### config.mk
export PLATFORM = sky130hd
export DESIGN_NAME = arbiter8
export DESIGN_NICKNAME = d
export VERILOG_FILES = /design/src/rtl/arbiter8.sv
export SDC_FILE = /design/constraint.sdc
export NUM_CORES = 1
export LEC_CHECK = 0
export BUFFER_PORTS_ARGS = -buffer_cell sky130_fd_sc_hd__buf_2
export CAP_MARGIN = 5
export CORE_MARGIN = 2
export CORE_UTILIZATION = 52
export CTS_CLUSTER_DIAMETER = 60
export DETAILED_ROUTE_END_ITERATION = 10
export GPL_TIMING_DRIVEN = 0
export PLACE_DENSITY_LB_ADDON = 0.05
export SLEW_MARGIN = 20
export SYNTH_ARGS = -nofsm -noshare
export SYNTH_HDL_FRONTEND = slang
export SYNTH_SLANG_ARGS = --single-unit
### constraint.sdc
create_clock -name clk -period 3.05 [get_ports clk]
set_clock_uncertainty 0.1 [all_clocks]
set_input_delay 0.4575 -clock clk [delete_from_list [all_inputs] [get_ports clk]]
set_output_delay 0.4575 -clock clk [all_outputs]
set_load 0.03 [all_outputs]
### src/rtl/arbiter8.sv
`default_nettype none
// ============================================================================
//  Module   : arbiter8
//  Brief    : 8-requester arbiter with registered one-hot grant, grant hold,
//             bounded hold with preemption. Define ARBITER8_ROUND_ROBIN_EN
//             for rotating (round-robin) selection instead of fixed priority.
//  Revision : 1.0  initial release
// ============================================================================
module arbiter8 #(
   parameter int MAX_HOLD = 8
) (
   input  logic       clk,
   input  logic       reset,
   input  logic [7:0] req,
   output logic [7:0] grant,
   output logic [2:0] grant_id,
   output logic       grant_valid
);

   localparam int                 c_CNT_W = $clog2(MAX_HOLD + 1);
   localparam logic [c_CNT_W-1:0] c_MAX   = c_CNT_W'(MAX_HOLD);
   localparam logic [c_CNT_W-1:0] c_ONE   = c_CNT_W'(1);

   typedef enum logic [0:0] {
      ST_IDLE  = 1'b0,
      ST_GRANT = 1'b1
   } state_t;

   state_t             r_state;
   logic [c_CNT_W-1:0] r_cnt;
   logic [7:0]         r_grant;
   logic [2:0]         r_grant_id;
   logic               r_grant_valid;

   logic [7:0]         w_masked;
   logic [2:0]         w_pick_req;
   logic [2:0]         w_pick_masked;
   logic               w_owner_req;
   logic               w_preempt;

`ifdef ARBITER8_ROUND_ROBIN_EN
   logic [2:0] r_ptr;

   // Search order is p-1, p-2, ... wrapping, ending at p; later iterations
   // overwrite earlier ones, so walk the order backwards.
   function automatic logic [2:0] f_pick(input logic [7:0] c, input logic [2:0] p);
      logic [2:0] idx;
      f_pick = 3'd0;
      for (int k = 8; k >= 1; k--) begin
         idx = p - 3'(k);
         if (c[idx]) f_pick = idx;
      end
   endfunction

   assign w_pick_req    = f_pick(req, r_ptr);
   assign w_pick_masked = f_pick(w_masked, r_ptr);
`else
   function automatic logic [2:0] f_pick(input logic [7:0] c);
      f_pick = 3'd0;
      for (int i = 0; i < 8; i++) begin
         if (c[i]) f_pick = 3'(i);
      end
   endfunction

   assign w_pick_req    = f_pick(req);
   assign w_pick_masked = f_pick(w_masked);
`endif

   // r_grant is one-hot of the owner, so this removes the owner's request.
   assign w_masked    = req & ~r_grant;
   assign w_owner_req = req[r_grant_id];
   assign w_preempt   = (r_cnt == c_MAX) && (|w_masked);

   always_ff @(posedge clk) begin
      if (reset) begin
         r_state       <= ST_IDLE;
         r_cnt         <= '0;
         r_grant       <= 8'd0;
         r_grant_id    <= 3'd0;
         r_grant_valid <= 1'b0;
`ifdef ARBITER8_ROUND_ROBIN_EN
         r_ptr         <= 3'd0;
`endif
      end else begin
         case (r_state)
            ST_IDLE: begin
               if (|req) begin
                  r_state       <= ST_GRANT;
                  r_grant       <= 8'd1 << w_pick_req;
                  r_grant_id    <= w_pick_req;
                  r_grant_valid <= 1'b1;
                  r_cnt         <= c_ONE;
`ifdef ARBITER8_ROUND_ROBIN_EN
                  r_ptr         <= w_pick_req;
`endif
               end
            end
            ST_GRANT: begin
               if (!w_owner_req) begin
                  // Release always leaves one idle cycle before the next owner.
                  r_state       <= ST_IDLE;
                  r_grant       <= 8'd0;
                  r_grant_id    <= 3'd0;
                  r_grant_valid <= 1'b0;
                  r_cnt         <= '0;
               end else if (w_preempt) begin
                  r_grant       <= 8'd1 << w_pick_masked;
                  r_grant_id    <= w_pick_masked;
                  r_cnt         <= c_ONE;
`ifdef ARBITER8_ROUND_ROBIN_EN
                  r_ptr         <= w_pick_masked;
`endif
               end else if (r_cnt != c_MAX) begin
                  r_cnt         <= r_cnt + c_ONE;
               end
            end
         endcase
      end
   end

   assign grant       = r_grant;
   assign grant_id    = r_grant_id;
   assign grant_valid = r_grant_valid;

endmodule
`default_nettype wire

==> results.md, run 1 <==
* Die height at around 53 µm
* First-pass GRT wire length at just under 5 mm
* CTS max path bufs at 2
* Met1 GRT Util at between 30 and 40%
* Largest net degree at the start of global routing at 11
* Row count at 17
* Area contributors post-synth: dfxtp_1 (28%), nor2_1 (6.4%), a211oi_2 (5.1%)
* # hold bufs at CTS at 0
* Fin crit share at between 70% and 80%
* H-tree Lvls at 1
* Clock Pin Slew Worst Setup and Hold Paths at around 0.11 ns
* GRT Util Overall at 24.6%
* IO buf count at 20
* Die area at ~2800 µm²
* Initial antenna violation count at 0
* Final hold vios at 0
* Iter 0 DRT Violations at 27
* Worst EP arrival at 2.27 ns
* Placed insts at about 190
* Status: complete, no violations
* Mapped Area at approximately 1200 µm²
* Post-CTS Setup Bufs at 0
* Setup violators final at 0
* Crit Path Category: register to register
* Ports at 22
* Synth-to-Final Area Change at 13.2%
* Seq/Total Area, Yosys at between 20% and 30%
* Peak Freq at roughly 460 MHz
* Clk root buf: clkbuf_4
* Starting density of the core at 55.2%
* Fin crit period at between 2 and 2.5 ns
* Final instance count without filler cells at slightly below 200
* R2R Setup Slk at just under 0.9 ns
* Slowest stage delay, CP at roughly 0.47 ns
* Met3 Usage GRT at around 3.4%
* Busiest layer in global routing: met2
* Die Width at 52.7 µm
* Gr ovfl total at 0
* Initial DRT Pass Iterations at 4
* Later-pin clock latency in the skew report at approximately 0.3 ns
* DRC viols at 0
* Worst EP required at 3.16 ns
* Seq cells post-synth at 17
* Via/cell ratio at about 6.1
* Avg Inst Size Synth at between 8 and 9 µm²
* Wirelength, routed at slightly below 3 mm
* CTS sink cnt at 17
* Setup_tns at 0 ns
* # resized after CTS at 0
* Kind of end point of the critical path: register
* Worst path cell trace: buf_6 -> mux2i_1 -> a22oi_4 -> nand2_2 -> nor2_1 -> nand4_1 -> a311oi_2
* Yosys warning count at 0
* Slew Limit Headroom at 59.9%
* Syn Nets at between 150 and 200
* CTS Buf Count at 3
* Post-synth EDFFs at 0
* Fraction of registers with async set/reset at 0%
* Core area at 2230 µm²
* Met2 Use GR at ~38%
* Slew Limit Fails at 0
* Routed WL per cell at between 10 and 15 µm
* Yosys cell types at 41
* Crit Path Max Fanout at 8
* RSZ-0062 raised after global routing: false
* Leak at 0.000566 µW
* DR vias at between 1000 and 1500
* Worst-path cell with the longest stage delay: nor2_1
* Critical Path Source Type: register
* Vias in the first global route at 1060
* Max Cap Viol at 0
* Worst vdd ir at roughly 380 µV
* Diode count at 0
* Antenna viol nets, final at 0
* Worst-margin pin slew at ~0.6 ns
* Yosys top cell area share at ~28%
* Gpl congestion at a little over 0.9
* Detail Placement HPWL at approximately 2.2 mm
* Cell Pwr Density at 489 nW/µm²
* Final Hold Slack at roughly 0.41 ns
* Hold Path Class: register to register
* Synth Instances at roughly 140
* Nets@finish at between 150 and 200
* Layout fillers at ~220
* Most common flop cell mapped by yosys: dfxtp_1
* Share of layout cells above drive strength 1 at between 20% and 30%
* Yosys top cell by area: dfxtp_1
* CTS tree: done
[per-stage QoR]
| step | power (µW) | instance area [µm²] | util [%] | setup slack, ns |
|---|---|---|---|---|
| CTS | 688 | 1400 | 62.5 | 0.911 |
| finish | 683 | 1400 | 62.5 | 0.888 |
| global placement | 556 | 1370 | 61.3 | 0.746 |
| global route | 731 | 1400 | 62.5 | 0.774 |
| floorplan | 491 | 1230 | - | 1.01 |
| detailed placement | 560 | 1370 | 61.3 | 0.725 |
[Yosys cell counts (all sizes together) (3+ instances only)]
master,count
a211oi,6
a21oi,6
a311oi,4
buf,4
dfxtp,17
inv,7
mux2i,4
nand2,8
nand2b,8
nand3,3
nand4,5
nor2,21
nor2b,7
nor3,7
nor4,3
o21ai,6
[where the power goes]
| part | total [µW] | switching (µW) | internal (µW) |
|---|---|---|---|
| clock | 127 | 77.9 | 48.9 |
| sequential | 267 | 20.6 | 246 |
| combinational | 290 | 181 | 109 |
| total | 683 | 280 | 404 |
[cell families after synthesis]
group           after synthesis  synth area share (%)
fa+ha+maj                     2                  2.03
simple gates                 69                  29.9
compound gates               36                  28.8
mux                           5                  4.46
flops                        17                  27.6
xor+xnor                      2                  1.42
buf+inv                      13                  5.78
[per-layer routing]
metal | up-vias | share of wire (%)
li1 | 581 | -
met1 | 569 | 47
met2 | 32 | 47
met3 | 4 | 4.7
met4 | 0 | 1.5
met5 | - | 0
[registers in the layout, summed over array words and instances (netlist names)]
signal / flops
grant_valid: 1
r_state: 1
grant_id: 3
grant: 8
r_cnt: 4
[worst max-delay path, delay by kind of cell, from the launching register on]
kind	cells	cell delay (ns)
buffers and inverters	1	0.13
AO/OA/AOI/OAI	2	0.56
flip-flops	1	0.34
AND/OR/NAND/NOR	3	0.78
multiplexers	1	0.15
[layout make-up]
| type | count | area, µm² | area share [%] |
|---|---|---|---|
| Buffer | 6 | 45.0 | 3.23 |
| Clock buffer | 3 | 22.5 | 1.61 |
| Clock inverter | 1 | 5.00 | 0.358 |
| Inverter | 7 | 26.3 | 1.88 |
| Multi-Input combinational cell | 114 | 822 | 58.9 |
| Sequential cell | 17 | 340 | 24.4 |
| Tap cell | 28 | 35.0 | 2.51 |
| Timing Repair Buffer | 20 | 100 | 7.17 |
[path summary, 6_finish.rpt]
| check | cells after the start | endpoint | from |
|---|---|---|---|
| hold reg to reg | 2 | r_cnt[1] | r_cnt[1] |
| setup / recovery | 7 | grant[1] | grant_id[0] |
| setup reg to reg | 7 | grant[1] | grant_id[0] |
| hold / removal | 2 | r_cnt[1] | r_cnt[1] |
[layout by cell type (no fill, tap or decap), types with 2 or more instances in the layout]
master and n:
clkbuf_4 3, a31oi_1 2, a211oi_2 5, nand2b_1 8
nand3b_1 2, xor2_1 2, nor2b_1 6, inv_1 7
nand3_1 3, and2_1 2, a21oi_1 6, nand4_1 5
o21ai_0 6, nand2_1 7, buf_6 3, mux2i_1 4
a32oi_1 2, nor4_1 2, o211ai_1 2, ha_1 2
clkbuf_1 2, nor3_1 7, nor2_1 21, dfxtp_1 17
a311oi_2 4, buf_2 20
Power figures use the tool's default switching activity.
==> inputs of run 2 (changes only) <==
- CORE_UTILIZATION: 52 -> 49
- clock period: 3.05 -> 1.7 ns (I/O delays scaled with it)
==> run 2 against run 1 <==
The run now ends with negative setup slack left. First-iteration DRC count increased to 2.9 times the previous value. Sequential cell count unchanged. Largest cell class unchanged. Core utilization increased by 7.4 points. Routed wire length increased by 19%. Worst setup slack got worse by 1.1 ns. Worst hold slack got worse by 0.23 ns. Fmax increased by 10%. Sequential share of layout area decreased by 2.7 points. Critical path type unchanged. Non-clock buffer count increased by 15. Global-route usage increased by 1.2 points. Critical path depth unchanged. Clock-buffer cell count unchanged.
==> results.md, run 2 (synthesized netlist as in run 1, its figures left out) <==
* Peak Freq at 510 MHz (+10%)
* Layout fillers at 201 (-9.9%)
* Core area at 2430 µm² (+8.9%)
* Final Hold Slack at 0.185 ns (-0.226 ns)
* Worst EP arrival at 2.04 ns (-0.23 ns)
* Logic gate share of total power at 48.9% (+6.5 points)
* Final hold vios at 0 (unchanged)
* Fin crit period at 1.96 ns (-0.202 ns)
* # hold bufs at CTS at 0 (unchanged)
* Post-DP Area at 1430 µm² (+4.3%)
* Slew Limit Headroom at 57.8% (-2.1 points)
* Worst EP required at 1.78 ns (-1.38 ns)
* NetSw at 584 µW (+110%)
* Switching part of the total at 40.9% (about the same)
* Initial DRT Pass Iterations at 4 (unchanged)
* Max Cap Viol at 0 (unchanged)
* Detail Placement HPWL at 2.34 mm (+7.2%)
* Crit Path Max Fanout at 6 (-2)
* Wirelength, routed at 3.47 mm (+19%)
* Iter 0 DRT Violations at 79 (+190%)
* Reg area at 369 µm² (+8.5%)
* Leak at 0.000678 µW (+20%)
* Vias in the first global route at 1133 (+6.9%)
* CTS Buf Count at 3 (unchanged)
* Cell Pwr Density at 838 nW/µm² (+71%)
* Final instance area at 1700 µm² (+22%)
* Row count at 18 (+1)
* Diode count at 0 (unchanged)
* Area occupied by multi-input gates at 957 µm² (+16%)
* P_int at 843 µW (+110%)
* Largest net degree at the start of global routing at 11 (unchanged)
* CTS sink cnt at 17 (unchanged)
* Most frequent cells in the layout: buf_2 (20), nor2_1 (13), buf_4 (13), inv_1 (7), nand2_1 (7)
* Final worst slack at -0.260 ns (-1.15 ns)
* Gpl congestion at 0.883 (-4.1%)
* Routed WL per cell at 16.3 µm (+9.3%)
* Status: complete, but fails checks
* Nets@finish at 196 (+8.3%)
* Fin crit share at 115% (+44 points)
* Gr ovfl total at 0 (unchanged)
* Slew Limit Fails at 0 (unchanged)
* Via/cell ratio at 6.08 (+0.40%)
* Initial antenna violation count at 0 (unchanged)
* Flop pwr share at 35.1% (-4.0 points)
* Die Width at 54.2 µm (+2.8%)
* Share of layout cells above drive strength 1 at 50.8% (+24 points)
* CTS tree: done
* Hold Path Class: input port to register
* Setup violators final at 13 (+13)
* Synth-to-Final Area Change at 37.9%
* First-pass GRT wire length at 5.40 mm (+8.7%)
* IO buf count at 20 (unchanged)
* H-tree Lvls at 1 (unchanged)
* Clock Pin Slew Worst Setup and Hold Paths at 0.10 ns (about the same)
* Die height at 54.2 µm (+2.8%)
* Clock power share at 15.9% (-2.7 points)
* Final Power at 1430 µW (+110%)
* Worst vdd ir at 585 µV (+56%)
* Ports at 22 (unchanged)
* Worst-margin pin slew at 0.633 ns (+0.0344 ns)
* Kind of end point of the critical path: register
* Starting density of the core at 50.7% (-4.5 points)
* GRT Util Overall at 25.8% (+1.2 points)
* Antenna viol nets, final at 0 (unchanged)
* Die area at 2930 µm² (+5.7%)
* DRC viols at 0 (unchanged)
* RSZ-0062 raised after global routing: true
* Crit Path Category: register to register
* Most common cell after layout, fill and taps aside: buf_2
* Later-pin clock latency in the skew report at 0.30 ns (about the same)
* Clk root buf: clkbuf_4
* Failing checks: negative setup slack
* Critical Path Source Type: register
* CTS max path bufs at 2 (unchanged)
* DR vias at 1294 (+9.1%)
* Max reg flops at 8 (unchanged)
==> run 2: changes by cell type in the layout (fill, tap and decap cells not counted), moves of 3 or more <==
cell and change:
dfxtp_2 +5, nor2_4 +5, dfxtp_4 +6, nor2_1 -8
buf_4 +13, nor2_2 +3, dfxtp_1 -11, nor3_2 +4
nor3_1 -4
==> run 2: power groups by stage <==
stage                     Combinational (µW)  Sequential, µW  Clock (µW)
after detailed placement                 535             495           0
after global placement                   529             492           0
after floorplan                          338             563           0
after global routing                     746             510         249
after CTS                                662             502         241
final                                    698             501         227
==> run 2: what timing repair did <==
item / 4_1_cts / 5_1_grt
hold endpoints to repair: 0 / 0
setup buffers: 11 / 3
pin swaps: 12 / 3
gates resized for setup: 24 / 10
gates cloned: 2 / 0
setup endpoints to repair: 15 / 16
==> run 2: metrics by stage <==
step	TNS [ns]	setup slack (ns)	utilization [%]	instances
floorplan	-1.71	-0.170	-	144
global placement	-4.25	-0.366	58.7	194
detailed placement	-4.61	-0.393	58.7	194
CTS	-2.72	-0.249	68.0	210
global route	-3.84	-0.350	70.0	213
finish	-2.94	-0.260	70.0	213
==> run 2: final timing paths <==
check                              start  cells after the start  slack [ns]  endpoint
worst max register to register  grant[2]                      7       -0.26  grant[7]
worst min register to register  grant[5]                      2        0.41  grant[5]
worst max-delay path            grant[2]                      7       -0.26  grant[7]
worst min-delay path              req[1]                      3        0.18  grant[1]
==> run 2: final cells by class <==
cell class	count	area share [%]
multi-input cells	114	56.3
flip-flops and latches	17	21.7
repair buffers	36	14.4
plain buffers	5	2.28
well taps	30	2.21
inverters	7	1.54
clock buffers	3	1.32
clock inverters	1	0.294
==> run 2: worst max-delay path: stages (launching register included) <==
cell	delay [ns]
dfxtp_4	0.37
nor2b_4	0.04
a2111oi_4	0.37
nand2b_1	0.10
a311o_2	0.50
buf_6	0.17
mux2i_1	0.13
nor2_1	0.05
==> run 2: routing by layer <==
layer / global-route usage [%] / vias to the layer above / part of all wire [%]
met5: 0 / - / 0
met2: 39.0 / 77 / 45
met1: 35.5 / 602 / 43
met4: 13.3 / 0 / 1.8
met3: 3.06 / 7 / 9.4
li1: - / 608 / -
==> inputs of run 3 (changes only) <==
- CORE_UTILIZATION: 49 -> 52
- CTS_BUF_LIST: unset -> sky130_fd_sc_hd__clkbuf_2
- PLACE_DENSITY: unset -> 0.76
- PLACE_DENSITY_LB_ADDON: 0.05 -> unset
- SKIP_CTS_REPAIR_TIMING: unset -> 1
==> run 3 against run 2 <==
The run still ends with negative setup slack left. Via count shrank 0.62%. Non-clock buffer count shrank 9. Die area shrank 5.4%. Cell area shrank 6.6%. Core utilization grew 1.2 points. Register-to-register slack lost 0.09 ns. Critical path depth is the same. First-iteration DRC count shrank 23%. Highest routed layer unchanged.
==> results.md, run 3 (synthesized netlist as in run 1, its figures left out) <==
* DRC viols at 0 (unchanged)
* Final Power at 1310 µW (-8.3%)
* Detail Placement HPWL at 2.26 mm (-3.5%)
* Diode count at 0 (unchanged)
* Iter 0 DRT Violations at 61 (-23%)
* Later-pin clock latency in the skew report at 0.31 ns (about the same)
* Routed WL per cell at 16.3 µm (+0.28%)
* Slew Limit Fails at 0 (unchanged)
* Hold Path Class: input port to register
* CTS sink cnt at 17 (unchanged)
* Post-Place Worst Slack at -0.376 ns (+0.0169 ns)
* Worst EP required at 1.80 ns (+0.02 ns)
* Die height at 52.7 µm (-2.7%)
* CP delay by family, top: simple AND/OR/NAND/NOR gates
* Worst path cell trace: nand2b_4 -> nand4_1 -> nand2b_4 -> a311o_2 -> buf_8 -> mux2i_2 -> nor2_1
* Most common cell after layout, fill and taps aside: buf_2
* DR vias at 1286 (-0.62%)
* GRT Util Overall at 24.3% (-1.5 points)
* Vias in the first global route at 1116 (-1.5%)
* CTS max path bufs at 2 (unchanged)
* Setup violators final at 15 (+2)
* Max reg flops at 8 (unchanged)
* Die area at 2780 µm² (-5.4%)
* Crit Path Max Fanout at 10 (+4)
* Final instance count without filler cells at 202 (-5.2%)
* CTS tree: done
* Gr ovfl total at 0 (unchanged)
* Leak at 0.000629 µW (-7.2%)
* Crit-path most repeated cell: nand2b_4
* Die Width at 52.7 µm (-2.7%)
* Status: complete, but fails checks
* Share of layout cells above drive strength 1 at 45.4% (-5.4 points)
* Slew Limit Headroom at 61.6% (+3.8 points)
* Worst-path cell with the longest stage delay: a311o_2
* Worst EP arrival at 2.15 ns (+0.11 ns)
* Final worst slack at -0.352 ns (-0.0916 ns)
* Synth-to-Final Area Change at 28.8%
* Initial DRT Pass Iterations at 4 (unchanged)
* Clock Pin Slew Worst Setup and Hold Paths at 0.18 ns (+0.08 ns)
* Most frequent cells in the layout: buf_2 (20), nor2_1 (19), inv_1 (7)
* Wirelength, routed at 3.30 mm (-4.9%)
* IO buf count at 20 (unchanged)
* Failing checks: negative setup slack
* Crit Path Category: register to register
* Nets@finish at 187 (-4.6%)
* Peak Freq at 487 MHz (-4.5%)
* Core area at 2230 µm² (-8.2%)
* Row count at 17 (-1)
* Fin crit period at 2.05 ns (+0.0916 ns)
* Max Cap Viol at 0 (unchanged)
* CP Buf/Inv Count at 1 (unchanged)
* Starting density of the core at 55.2% (+4.5 points)
* CTS Buf Count at 3 (unchanged)
* Worst vdd ir at 690 µV (+18%)
* First-pass GRT wire length at 5.03 mm (-6.8%)
* Placed insts at 192 (-1.0%)
* Gpl congestion at 0.872 (-1.3%)
* RSZ-0062 raised after global routing: true
* Ports at 22 (unchanged)
* Cell Pwr Density at 823 nW/µm² (-1.8%)
* Via/cell ratio at 6.37 (+4.8%)
* Kind of end point of the critical path: register
* Final hold vios at 0 (unchanged)
* Initial antenna violation count at 0 (unchanged)
* Clk root buf: clkbuf_2
* Slowest stage delay, CP at 0.44 ns (-0.06 ns)
* H-tree Lvls at 1 (unchanged)
* Critical Path Source Type: register
* Largest net degree at the start of global routing at 11 (unchanged)
* Fin crit share at 121% (+5.4 points)
* Worst-margin pin slew at 0.575 ns (-0.0576 ns)
* Antenna viol nets, final at 0 (unchanged)
run 3: cell type report:
type,count,area [µm²]
Inverter,7,26.3
Sequential cell,17,369
Tap cell,28,35.0
Timing Repair Buffer,27,168
Clock buffer,3,15.0
Multi-Input combinational cell,114,933
Buffer,5,37.5
Clock inverter,1,5.00
Fill cell,177,644
run 3: metrics by stage:
step	utilization [%]	setup TNS, ns	hold WS (ns)	area (µm²)
finish	71.1	-3.83	0.157	1590
global placement	63.8	-4.00	0.371	1430
CTS	64.7	-3.89	0.139	1450
detailed placement	63.8	-4.29	0.376	1430
floorplan	-	-1.71	0.338	1290
global route	71.1	-5.01	0.132	1590
run 3: per-layer routing:
layer	wire length [µm]	part of all wire, %	GRT usage (%)
met1	1400	42	32.9
met2	1530	46	38.3
met3	302	9.1	4.00
met4	70	2.1	9.40
met5	0	0	0
run 3: path summary, 6_finish.rpt:
path         startpoint       end  slack [ns]  depth (start not counted)
max            grant[7]  grant[7]       -0.35                          7
min              req[1]  grant[1]        0.16                          3
max reg2reg    grant[7]  grant[7]       -0.35                          7
min reg2reg    r_cnt[1]  r_cnt[1]        0.42                          2
run 3: worst min-delay path, stage by stage:
cell and delay [ns]:
buf_2 0.13, nand3_1 0.09, a311oi_2 0.08
run 3: power by group:
part,switching [µW],leakage [µW],internal [µW],total [µW]
Sequential,46.7,0.000146,450,496
Clock,138,0.0000164,53.3,191
Combinational,366,0.000467,254,620
